File: src/rtl/simmem_mem_responder_pkg.sv
// Shared types and constants for the simmem memory-side responder.
package simmem_pkg;

  localparam int unsigned DataWidth     = 32;
  localparam int unsigned IdWidth       = 2;
  localparam int unsigned AddrWidth     = 32;
  localparam int unsigned BurstLenWidth = 8;

  localparam logic [1:0] RspOkay   = 2'b00;
  localparam logic [1:0] RspSlvErr = 2'b10;

  typedef struct packed {
    logic [IdWidth-1:0]       id;
    logic [AddrWidth-1:0]     addr;
    logic [BurstLenWidth-1:0] burst_length;  // beats - 1
  } raddr_req_t;

  typedef struct packed {
    logic [IdWidth-1:0]       id;
    logic [AddrWidth-1:0]     addr;
    logic [BurstLenWidth-1:0] burst_length;  // beats - 1
  } waddr_req_t;

  typedef struct packed {
    logic [DataWidth-1:0] data;
    logic                 last;
  } wdata_req_t;

  typedef struct packed {
    logic [IdWidth-1:0]   id;
    logic [DataWidth-1:0] data;
    logic [1:0]           rsp;
    logic                 last;
  } rdata_t;

  typedef struct packed {
    logic [IdWidth-1:0] id;
    logic [1:0]         rsp;
  } wresp_t;

  typedef enum logic [1:0] {
    W_IDLE = 2'd0,
    W_DATA = 2'd1,
    W_RESP = 2'd2
  } w_state_e;

  typedef enum logic {
    R_IDLE  = 1'b0,
    R_BURST = 1'b1
  } r_state_e;

endpackage

File: src/rtl/simmem_mem_responder_if.sv
// Stream bundle between simmem (master) and the memory responder (slave).
// Valid/ready: a transfer happens on a rising edge where valid and ready are
// both high; a raised valid keeps its payload stable until that transfer.
interface simmem_mem_responder_if;
  import simmem_pkg::*;

  raddr_req_t raddr;
  logic       raddr_valid;
  logic       raddr_ready;
  waddr_req_t waddr;
  logic       waddr_valid;
  logic       waddr_ready;
  wdata_req_t wdata;
  logic       wdata_valid;
  logic       wdata_ready;
  rdata_t     rdata;
  logic       rdata_valid;
  logic       rdata_ready;
  wresp_t     wresp;
  logic       wresp_valid;
  logic       wresp_ready;

  modport master (
    output raddr, raddr_valid, waddr, waddr_valid, wdata, wdata_valid,
           rdata_ready, wresp_ready,
    input  raddr_ready, waddr_ready, wdata_ready, rdata, rdata_valid,
           wresp, wresp_valid
  );

  modport slave (
    input  raddr, raddr_valid, waddr, waddr_valid, wdata, wdata_valid,
           rdata_ready, wresp_ready,
    output raddr_ready, waddr_ready, wdata_ready, rdata, rdata_valid,
           wresp, wresp_valid
  );
endinterface

File: src/rtl/simmem_mem_responder_mem_array.sv
// Word array: one synchronous write port, one combinational read port,
// cleared to zero by the asynchronous reset.
module simmem_mem_array #(
  parameter int unsigned Words = 64,
  parameter int unsigned Width = 32,
  localparam int unsigned IdxW = $clog2(Words)
) (
  input  logic             clk,
  input  logic             rst_n,
  input  logic             we,
  input  logic [IdxW-1:0]  waddr,
  input  logic [Width-1:0] wdata,
  input  logic [IdxW-1:0]  raddr,
  output logic [Width-1:0] rdata
);
  logic [Width-1:0] mem [Words];

  // Storage update; reads in the same cycle see the pre-write contents.
  always_ff @(posedge clk or negedge rst_n) begin
    if (!rst_n) begin
      for (int i = 0; i < Words; i++) mem[i] <= '0;
    end else if (we) begin
      mem[waddr] <= wdata;
    end
  end

  assign rdata = mem[raddr];
endmodule

File: src/rtl/simmem_mem_responder.sv
// Memory-side responder: independent write and read FSMs over a word array.
module simmem_mem_responder
  import simmem_pkg::*;
#(
  parameter int unsigned MemWords = 64
) (
  input  logic     clk_i,
  input  logic     rst_ni,
  simmem_mem_responder_if.slave bus,
  output w_state_e w_state_dbg,
  output r_state_e r_state_dbg
);
  localparam int unsigned IdxW = $clog2(MemWords);
  typedef logic [IdxW-1:0]          idx_t;
  typedef logic [BurstLenWidth-1:0] len_t;

  // Write-side registers
  w_state_e             w_state, w_state_d;
  logic [IdWidth-1:0]   w_id, w_id_d;
  idx_t                 w_idx, w_idx_d;
  len_t                 w_len, w_len_d, w_cnt, w_cnt_d;
  logic                 w_err, w_err_d;
  logic                 mem_we;
  wresp_t               wresp;

  // Read-side registers; the outgoing beat is held in r_beat
  r_state_e             r_state, r_state_d;
  logic [IdWidth-1:0]   r_id, r_id_d;
  idx_t                 r_idx, r_idx_d;
  len_t                 r_len, r_len_d, r_cnt, r_cnt_d;
  rdata_t               r_beat, r_beat_d;
  logic                 r_valid, r_valid_d;
  idx_t                 rd_idx;
  logic [DataWidth-1:0] rd_data;

  simmem_mem_array #(.Words(MemWords), .Width(DataWidth)) u_array (
    .clk   (clk_i),
    .rst_n (rst_ni),
    .we    (mem_we),
    .waddr (w_idx),
    .wdata (bus.wdata.data),
    .raddr (rd_idx),
    .rdata (rd_data)
  );

  // Write FSM state and context registers
  always_ff @(posedge clk_i or negedge rst_ni) begin
    if (!rst_ni) begin
      w_state <= W_IDLE;
      w_id    <= '0;
      w_idx   <= '0;
      w_len   <= '0;
      w_cnt   <= '0;
      w_err   <= 1'b0;
    end else begin
      w_state <= w_state_d;
      w_id    <= w_id_d;
      w_idx   <= w_idx_d;
      w_len   <= w_len_d;
      w_cnt   <= w_cnt_d;
      w_err   <= w_err_d;
    end
  end

  // Write FSM next state and outputs; a mis-placed or missing last marks SLVERR
  always_comb begin
    w_state_d       = w_state;
    w_id_d          = w_id;
    w_idx_d         = w_idx;
    w_len_d         = w_len;
    w_cnt_d         = w_cnt;
    w_err_d         = w_err;
    mem_we          = 1'b0;
    wresp           = '0;
    bus.waddr_ready = 1'b0;
    bus.wdata_ready = 1'b0;
    bus.wresp_valid = 1'b0;
    case (w_state)
      W_IDLE: begin
        bus.waddr_ready = 1'b1;
        if (bus.waddr_valid) begin
          w_id_d    = bus.waddr.id;
          w_idx_d   = bus.waddr.addr[IdxW+1:2];
          w_len_d   = bus.waddr.burst_length;
          w_cnt_d   = '0;
          w_err_d   = 1'b0;
          w_state_d = W_DATA;
        end
      end
      W_DATA: begin
        bus.wdata_ready = 1'b1;
        if (bus.wdata_valid) begin
          mem_we  = 1'b1;
          w_idx_d = w_idx + idx_t'(1);
          w_cnt_d = w_cnt + len_t'(1);
          if (bus.wdata.last != (w_cnt == w_len)) w_err_d = 1'b1;
          if (w_cnt == w_len) w_state_d = W_RESP;
        end
      end
      W_RESP: begin
        bus.wresp_valid = 1'b1;
        wresp.id        = w_id;
        wresp.rsp       = w_err ? RspSlvErr : RspOkay;
        if (bus.wresp_ready) w_state_d = W_IDLE;
      end
      default: w_state_d = W_IDLE;
    endcase
  end

  assign bus.wresp = wresp;

  // Read FSM state, context and registered beat
  always_ff @(posedge clk_i or negedge rst_ni) begin
    if (!rst_ni) begin
      r_state <= R_IDLE;
      r_id    <= '0;
      r_idx   <= '0;
      r_len   <= '0;
      r_cnt   <= '0;
      r_beat  <= '0;
      r_valid <= 1'b0;
    end else begin
      r_state <= r_state_d;
      r_id    <= r_id_d;
      r_idx   <= r_idx_d;
      r_len   <= r_len_d;
      r_cnt   <= r_cnt_d;
      r_beat  <= r_beat_d;
      r_valid <= r_valid_d;
    end
  end

  // Read FSM: the array is read for the beat that will be presented next cycle
  always_comb begin
    r_state_d       = r_state;
    r_id_d          = r_id;
    r_idx_d         = r_idx;
    r_len_d         = r_len;
    r_cnt_d         = r_cnt;
    r_beat_d        = r_beat;
    r_valid_d       = r_valid;
    rd_idx          = '0;
    bus.raddr_ready = 1'b0;
    case (r_state)
      R_IDLE: begin
        bus.raddr_ready = 1'b1;
        rd_idx          = bus.raddr.addr[IdxW+1:2];
        if (bus.raddr_valid) begin
          r_id_d        = bus.raddr.id;
          r_idx_d       = rd_idx;
          r_len_d       = bus.raddr.burst_length;
          r_cnt_d       = '0;
          r_beat_d.id   = bus.raddr.id;
          r_beat_d.data = rd_data;
          r_beat_d.rsp  = RspOkay;
          r_beat_d.last = (bus.raddr.burst_length == '0);
          r_valid_d     = 1'b1;
          r_state_d     = R_BURST;
        end
      end
      R_BURST: begin
        rd_idx = r_idx + idx_t'(1);
        if (bus.rdata_ready) begin
          if (r_cnt == r_len) begin
            r_valid_d = 1'b0;
            r_beat_d  = '0;
            r_state_d = R_IDLE;
          end else begin
            r_idx_d       = rd_idx;
            r_cnt_d       = r_cnt + len_t'(1);
            r_beat_d.id   = r_id;
            r_beat_d.data = rd_data;
            r_beat_d.rsp  = RspOkay;
            r_beat_d.last = (r_cnt_d == r_len);
          end
        end
      end
      default: r_state_d = R_IDLE;
    endcase
  end

  assign bus.rdata       = r_beat;
  assign bus.rdata_valid = r_valid;
  assign w_state_dbg     = w_state;
  assign r_state_dbg     = r_state;
endmodule

File: src/flat_wrapper.sv
// flat-port wrapper written by rule: the top's interface ports become plain ports
module simmem_mem_responder_flat import simmem_pkg::*;
#(
  parameter int unsigned MemWords = 64
)
  (clk_i, rst_ni, w_state_dbg, r_state_dbg, bus_raddr, bus_raddr_valid, bus_waddr, bus_waddr_valid, bus_wdata, bus_wdata_valid, bus_rdata_ready, bus_wresp_ready, bus_raddr_ready, bus_waddr_ready, bus_wdata_ready, bus_rdata, bus_rdata_valid, bus_wresp, bus_wresp_valid);
  simmem_mem_responder_if bus_i ();
  input  logic clk_i;
  input  logic rst_ni;
  output w_state_e w_state_dbg;
  output r_state_e r_state_dbg;
  input wire logic [$bits(bus_i.raddr)-1:0] bus_raddr;
  input wire logic [$bits(bus_i.raddr_valid)-1:0] bus_raddr_valid;
  input wire logic [$bits(bus_i.waddr)-1:0] bus_waddr;
  input wire logic [$bits(bus_i.waddr_valid)-1:0] bus_waddr_valid;
  input wire logic [$bits(bus_i.wdata)-1:0] bus_wdata;
  input wire logic [$bits(bus_i.wdata_valid)-1:0] bus_wdata_valid;
  input wire logic [$bits(bus_i.rdata_ready)-1:0] bus_rdata_ready;
  input wire logic [$bits(bus_i.wresp_ready)-1:0] bus_wresp_ready;
  output wire logic [$bits(bus_i.raddr_ready)-1:0] bus_raddr_ready;
  output wire logic [$bits(bus_i.waddr_ready)-1:0] bus_waddr_ready;
  output wire logic [$bits(bus_i.wdata_ready)-1:0] bus_wdata_ready;
  output wire logic [$bits(bus_i.rdata)-1:0] bus_rdata;
  output wire logic [$bits(bus_i.rdata_valid)-1:0] bus_rdata_valid;
  output wire logic [$bits(bus_i.wresp)-1:0] bus_wresp;
  output wire logic [$bits(bus_i.wresp_valid)-1:0] bus_wresp_valid;
  assign bus_i.raddr = bus_raddr;
  assign bus_i.raddr_valid = bus_raddr_valid;
  assign bus_i.waddr = bus_waddr;
  assign bus_i.waddr_valid = bus_waddr_valid;
  assign bus_i.wdata = bus_wdata;
  assign bus_i.wdata_valid = bus_wdata_valid;
  assign bus_i.rdata_ready = bus_rdata_ready;
  assign bus_i.wresp_ready = bus_wresp_ready;
  assign bus_raddr_ready = bus_i.raddr_ready;
  assign bus_waddr_ready = bus_i.waddr_ready;
  assign bus_wdata_ready = bus_i.wdata_ready;
  assign bus_rdata = bus_i.rdata;
  assign bus_rdata_valid = bus_i.rdata_valid;
  assign bus_wresp = bus_i.wresp;
  assign bus_wresp_valid = bus_i.wresp_valid;
  simmem_mem_responder #(.MemWords(MemWords)) u_core (.clk_i(clk_i), .rst_ni(rst_ni), .bus(bus_i), .w_state_dbg(w_state_dbg), .r_state_dbg(r_state_dbg));
endmodule
File: config.mk
export PLATFORM = sky130hd
export DESIGN_NAME = simmem_mem_responder_flat
export DESIGN_NICKNAME = d
export VERILOG_FILES = /design/src/rtl/simmem_mem_responder_pkg.sv /design/src/rtl/simmem_mem_responder_if.sv /design/src/rtl/simmem_mem_responder_mem_array.sv /design/src/rtl/simmem_mem_responder.sv /design/src/flat_wrapper.sv
export SDC_FILE = /design/constraint.sdc
export NUM_CORES = 2
export LEC_CHECK = 0
export CAP_MARGIN = 40
export CORE_AREA = 3 3 400 402
export CTS_BUF_LIST = sky130_fd_sc_hd__clkbuf_8 sky130_fd_sc_hd__clkbuf_16
export CTS_CLUSTER_SIZE = 16
export DETAILED_ROUTE_END_ITERATION = 10
export DIE_AREA = 0 0 403 405
export HOLD_SLACK_MARGIN = 0.15
export PLACE_DENSITY = 0.8
export SYNTH_ARGS = -nofsm -noshare
export SYNTH_HDL_FRONTEND = slang
export SYNTH_SLANG_ARGS = --single-unit
export TNS_END_PERCENT = 10
File: constraint.sdc
create_clock -name clk_i -period 3.2 [get_ports clk_i]
set_clock_uncertainty 0.2 [all_clocks]
set_input_delay 0.96 -clock clk_i [delete_from_list [all_inputs] [get_ports clk_i]]
set_output_delay 0.96 -clock clk_i [all_outputs]
set_load 0.05 [all_outputs]
Word-level counts from Yosys, hierarchy flattened:

Index checks and enable logic that the tools add are counted.

* register bits after elaboration: 2138
* input bits: 124
* output and inout port bits: 49

* add/subtract/negate cells: 4
* $lt $le $gt $ge: 3
* equal/unequal tests: 15
* muxes and demuxes: 50
* bitwise gates (word level): 3
* reduce and logical (&&, ||, !) cells: 12

Operator list (count)
* $bwmux W2048: 1
* $bmux W32 S6: 1
* $demux W32 S6: 1
* $mux W37: 3
* $mux W32: 3
* $pmux W37 S2: 1
* $mux W8: 5
* $pmux W6 S2: 3
* $pmux W8 S2: 2
* $mux W6: 5
* $eq A8 B8 Y1: 3
* $add A8 B1 Y8 const B: 2
* $mux W1: 15
* $ge A7 B7 Y1 const B: 2
* $ne A2 B2 Y1 const B: 7
* $not A6 Y7: 2
* $add A6 B1 Y6 const B: 2
* $mux W2: 5
* $reduce_and A3 Y1: 3
* $logic_not A8 Y1: 1
* $reduce_and A4 Y1: 2
* $lt A7 B1 Y1 const B: 1
* $pmux W1 S2: 3
* $pmux W2 S3: 1
* other kinds (10): 13

Longest topological paths before layout:

* depth after elaboration: 9
* depth in mapped cells: 13
* depth with buffers taken out: 8

Modules after synthesis:

A second synthesis with hierarchy kept.

* cells, all modules: 6176
* area, all modules: 96583.9 µm²

Modules (own cells, without submodules)
* simmem_mem_array: times used 1, cells an instance 5788, area an instance 92481.2 µm², sequential area each 51249.2 µm²
* simmem_mem_responder: times used 1, cells an instance 388, area an instance 4102.7 µm², sequential area each 2202.1 µm²

Worst setup path before layout:

OpenSTA, ideal clock, no wires.

* path kind: register -> output
* start point: reg u_core.w_state[1] (netlist: u_core.w_state_dbg[1])
* end point: out bus_wresp[1]
* arrival time: 2.061 ns
* required time: 2.040 ns
* path slack: -0.021 ns
* cell stages (with the launch flop): 3
* path buffers: 0
* cell sequence: dfrtp_1 > nor2b_1 > and2_1

* cells in the longest elaborated chain, start to end: 2

Ends and longest elaborated chain
* from (decl): line simmem_mem_responder.sv:18 `w_state_e w_state, w_state_d;`
* from (signal assigned): line simmem_mem_responder.sv:56 `w_state <= w_state_d;`
* $eq A2 B2 Y1: line simmem_mem_responder.sv:78 `case (w_state)`
* $mux W4: line simmem_mem_responder.sv:78
* to (decl): line flat_wrapper.sv:25 `output wire logic [$bits(bus_i.wresp)-1:0] bus_wresp;`

No other way between the ends.

Worst setup path after layout:

* start point: reg u_core.r_state (netlist: u_core.r_state_dbg)
* end point: reg u_core.r_beat (netlist bit u_core.bus.rdata[17])

* cells in the longest elaborated chain, start to end: 9

Ends and longest elaborated chain
* from (decl): line simmem_mem_responder.sv:27 `r_state_e r_state, r_state_d;`
* from (signal assigned): line simmem_mem_responder.sv:123 `r_state <= r_state_d;`
* $not A1 Y1 (no source line)
* $pmux W6 S2: line simmem_mem_responder.sv:144 `case (r_state)`
* $not A6 Y7 (not written as such): line simmem_mem_responder_mem_array.sv:27 `assign rdata = mem[raddr];`
* $bmux W32 S6: line simmem_mem_responder_mem_array.sv:27
* $mux W32 (not written as such) (2 in a row): line simmem_mem_responder_mem_array.sv:27
* $mux W37: line simmem_mem_responder.sv:164 `if (r_cnt == r_len) begin`
* $mux W37: line simmem_mem_responder.sv:163 `if (bus.rdata_ready) begin`
* $pmux W37 S2: line simmem_mem_responder.sv:144
* to (signal assigned): line simmem_mem_responder.sv:128 `r_beat <= r_beat_d;`
* to (decl): line simmem_mem_responder.sv:31 `rdata_t r_beat, r_beat_d;`

Several ways; a longest one is shown, not always the timed one. The select of a mux whose other input is x is not followed.
A chain may end at the register's enable or synchronous reset.

==> impl_metrics.json <==
{
  "syn_avg_cell_area_um2": 13.8,
  "viasPerCell": 6.94,
  "num_rows": 145,
  "synth-edff-count": 0,
  "fin_crit_sh_pct": 103,
  "die_w_um": 403,
  "tightest_slew_ps": 965,
  "clkTransAtPathRegs_ps": 60,
  "violations": "negative setup slack",
  "hold_depth": 2,
  "coreArea_mm2": 0.156,
  "drive_gt1_share_pct": 48.0,
  "gr-total-overflow": 0,
  "antenna_found_initial": 17,
  "drt-met1-wl_um": 117000,
  "wl_met3_um": 33800,
  "power.density_mw_per_mm2": 1180,
  "cp.required_ps": 3760,
  "status": "complete, but fails checks",
  "hold_end": "u_core.w_id[1]",
  "setup_tns_ps": -439,
  "grt_max_degree": 166,
  "cts_sinks": 2136,
  "placed_area_mm2": 0.108,
  "finalSetupViolations": 13,
  "worst_slack_ps": -103,
  "wirelength_um": 310000,
  "clockBufferDepth": 3,
  "grt_pass1_wl_um": 459000,
  "dr.first_iter.drc_count": 8473,
  "slew_violations": 0,
  "rsz0062_at_grt": "true",
  "hp-class": "reg2reg",
  "place.gp.congestion": 0.923,
  "leakagePower_nw": 54.4,
  "die-area_mm2": 0.163,
  "syn_area_mm2": 0.0984,
  "synth_seq_cells": 2136,
  "final_cell_mix": "dfrtp_1 (2131), mux2_2 (2075), nand2_1 (746)",
  "max_freq_ghz": 0.303,
  "drv_cap": 0,
  "cp-end-kind": "flip-flop",
  "placed_cells": 9352,
  "fillers": 9283,
  "drc": 0,
  "drt_pre_antenna_iters": 8,
  "fin_crit_ps": 3300,
  "peakVddDrop_mv": 0.934,
  "worst-r2r-cell-count": 9,
  "hp-start": "u_core.w_id[1]",
  "hold_viol": 0,
  "r2r_slack_ps": -100,
  "htreeDepth": 4,
  "r2r_end": "u_core.bus.rdata[17]",
  "die-height_um": 405,
  "cts_made_buffers": 212,
  "async_flop_share_pct": 100,
  "worstSetupPathType": "reg2reg",
  "synth_cell_types": 83,
  "final_core_utilization_pct": 73.7,
  "insertion_delay_ps": 860,
  "wl_per_cell_um": 31.7,
  "port_buffers": 117,
  "grt_use_total_pct": 38.1,
  "detailroute.via_count": 67735,
  "slew_headroom_pct": 35.7,
  "first_global_vias": 69817,
  "synth_ff_type": "dfrtp_1",
  "final_nets": 7645,
  "initial_core_util_pct": 62.9,
  "cts_root_buf": "clkbuf_16",
  "mostFrequentLayoutCell": "dfrtp_1",
  "io_pins": 173,
  "fin_area_mm2": 0.115,
  "worstSetupStartpointType": "flip-flop",
  "critPathMaxFanout": 19,
  "crit_arrival_ps": 3860,
  "timing.rr.start": "u_core.r_state_dbg",
  "cts_tree": "built",
  "ys_warn_count": 0,
  "stdcell_count": 9759,
  "routed.top_layer": "met5",
  "area_growth_pct": 17.2,
  "synth.yosys.seq_area_share_pct": 54.3,
  "synthCells": 7137,
  "ant_nets": 0,
  "dp_hpwl_um": 200000,
  "routed-wl-met2_um": 139000
}
==> cells in the mapped netlist (all sizes together) (3+ instances only) <==
library cell  instances  area [um2]
or2                   3        18.8
or3                   8        50.1
nor2                 93         352
buf                 417        2220
o2111a                5        56.3
nand2               780        2950
mux2               2076       23400
o22ai                49         319
a211o                 6        52.6
xnor2                12         113
o32ai                 4        35.0
nand4                27         169
mux4                341        7680
a31o                  8        70.1
xor2                 21         191
a221oi               26         234
o31ai                 5        37.5
inv                  12        45.0
o21ai                80         400
a32oi                84         743
and2                  9        56.3
nor4                 11        75.1
a311oi               20         175
o221ai                3        26.3
o2111ai              17         149
nand2b                5        41.3
o22a                  6        52.6
nand3b                3        22.5
nand3               140         701
a2111oi              25         225
a21oi                85         425
ha                    4        50.1
mux2i               126        1260
nor2b                 5        31.3
nor3                 14        80.1
dfrtp              2136       53500
a22oi                13        97.6
a31oi                49         322
clkbuf              284        1070
a211oi               22         165
a311o                 5        50.1
o211ai               34         255
and3                 42         263
==> logic make-up after synthesis <==
family,Yosys count,share of synthesized area (%)
AO/OA/AOI/OAI,559,4.08
XOR/XNOR,33,0.309
adder cells (fa/ha/maj),4,0.0509
buffers and inverters,713,3.39
flip-flops,2136,54.3
multiplexers,2543,32.9
other,1,0.00381
AND/OR/NAND/NOR,1148,4.96
==> per-stage QoR <==
| step | setup slack (ps) | total power, W | hold WS, ps |
|---|---|---|---|
| after floorplan | 224 | 0.0790 | 237 |
| after global placement | -1230 | 0.105 | 251 |
| after detailed placement | -944 | 0.108 | 254 |
| after CTS | -72.0 | 0.134 | 270 |
| after global routing | -167 | 0.141 | 306 |
| final | -103 | 0.136 | 269 |
==> where the power goes <==
| group | total (W) | switching (W) | internal (W) |
|---|---|---|---|
| Sequential | 0.0439 | 0.00625 | 0.0376 |
| Combinational | 0.0666 | 0.0351 | 0.0316 |
| Clock | 0.0256 | 0.0109 | 0.0146 |
| Total | 0.136 | 0.0523 | 0.0838 |
==> area by class of cell <==
| type | instances | area, um2 | share of cell area (%) |
|---|---|---|---|
| diodes | 9 | 22.5 | 0.0195 |
| clock buffers | 280 | 6260 | 5.43 |
| clock inverters | 109 | 958 | 0.831 |
| inverters | 12 | 45.0 | 0.0391 |
| multi-input cells | 4290 | 42200 | 36.6 |
| flip-flops and latches | 2136 | 53500 | 46.4 |
| well taps | 2058 | 2570 | 2.23 |
| repair buffers | 865 | 9790 | 8.49 |
==> timing repair <==
| action | CTS | global route |
|---|---|---|
| hold buffers | 1 | 0 |
| setup endpoints to repair | 55 | 32 |
| setup buffers | 2 | 6 |
| pin swaps | 0 | 4 |
| endpoints found under the hold margin | 276 | 0 |
| resized for setup | 70 | 42 |
==> metal layers <==
layer	vias up	global-route usage (%)
li1	26773	-
met1	35646	51.4
met2	4200	57.0
met3	1112	9.70
met4	4	21.4
met5	-	0
==> how the worst max path moves through the flow <==
stage                       start              endpoint  slack (ps)
4_1_cts           u_core.r_cnt[4]  u_core.bus.rdata[32]         -70
3_5_place_dp        bus_raddr[10]  u_core.bus.rdata[14]        -940
2_1_floorplan       bus_raddr[10]  u_core.bus.rdata[18]         220
5_1_grt           u_core.r_idx[0]  u_core.bus.rdata[16]        -170
3_3_place_gp        bus_raddr[10]  u_core.bus.rdata[14]       -1230
6_report       u_core.r_state_dbg  u_core.bus.rdata[17]        -100
==> worst max-delay path, cell delays in order (launching register included) <==
cell	delay [ps]
dfrtp_4	540
inv_2	210
a21oi_1	530
buf_4	260
nor2_4	70
buf_12	180
buf_12	160
a2111oi_1	540
o21ai_0	260
a32oi_1	210
==> sequential cells by signal, summed over array words and instances, names as in the netlist <==
signal,count
u_core.u_array.mem,2048
u_core.bus.rdata,35
u_core.r_cnt,8
u_core.r_len,8
u_core.w_cnt,8
u_core.w_len,8
u_core.r_idx,6
u_core.w_idx,6
u_core.r_id,2
u_core.w_id,2
u_core.w_state_dbg,2
u_core.bus.rdata_valid,1
u_core.r_state_dbg,1
u_core.w_err,1
Note: power is estimated with default switching activity, not from simulation.
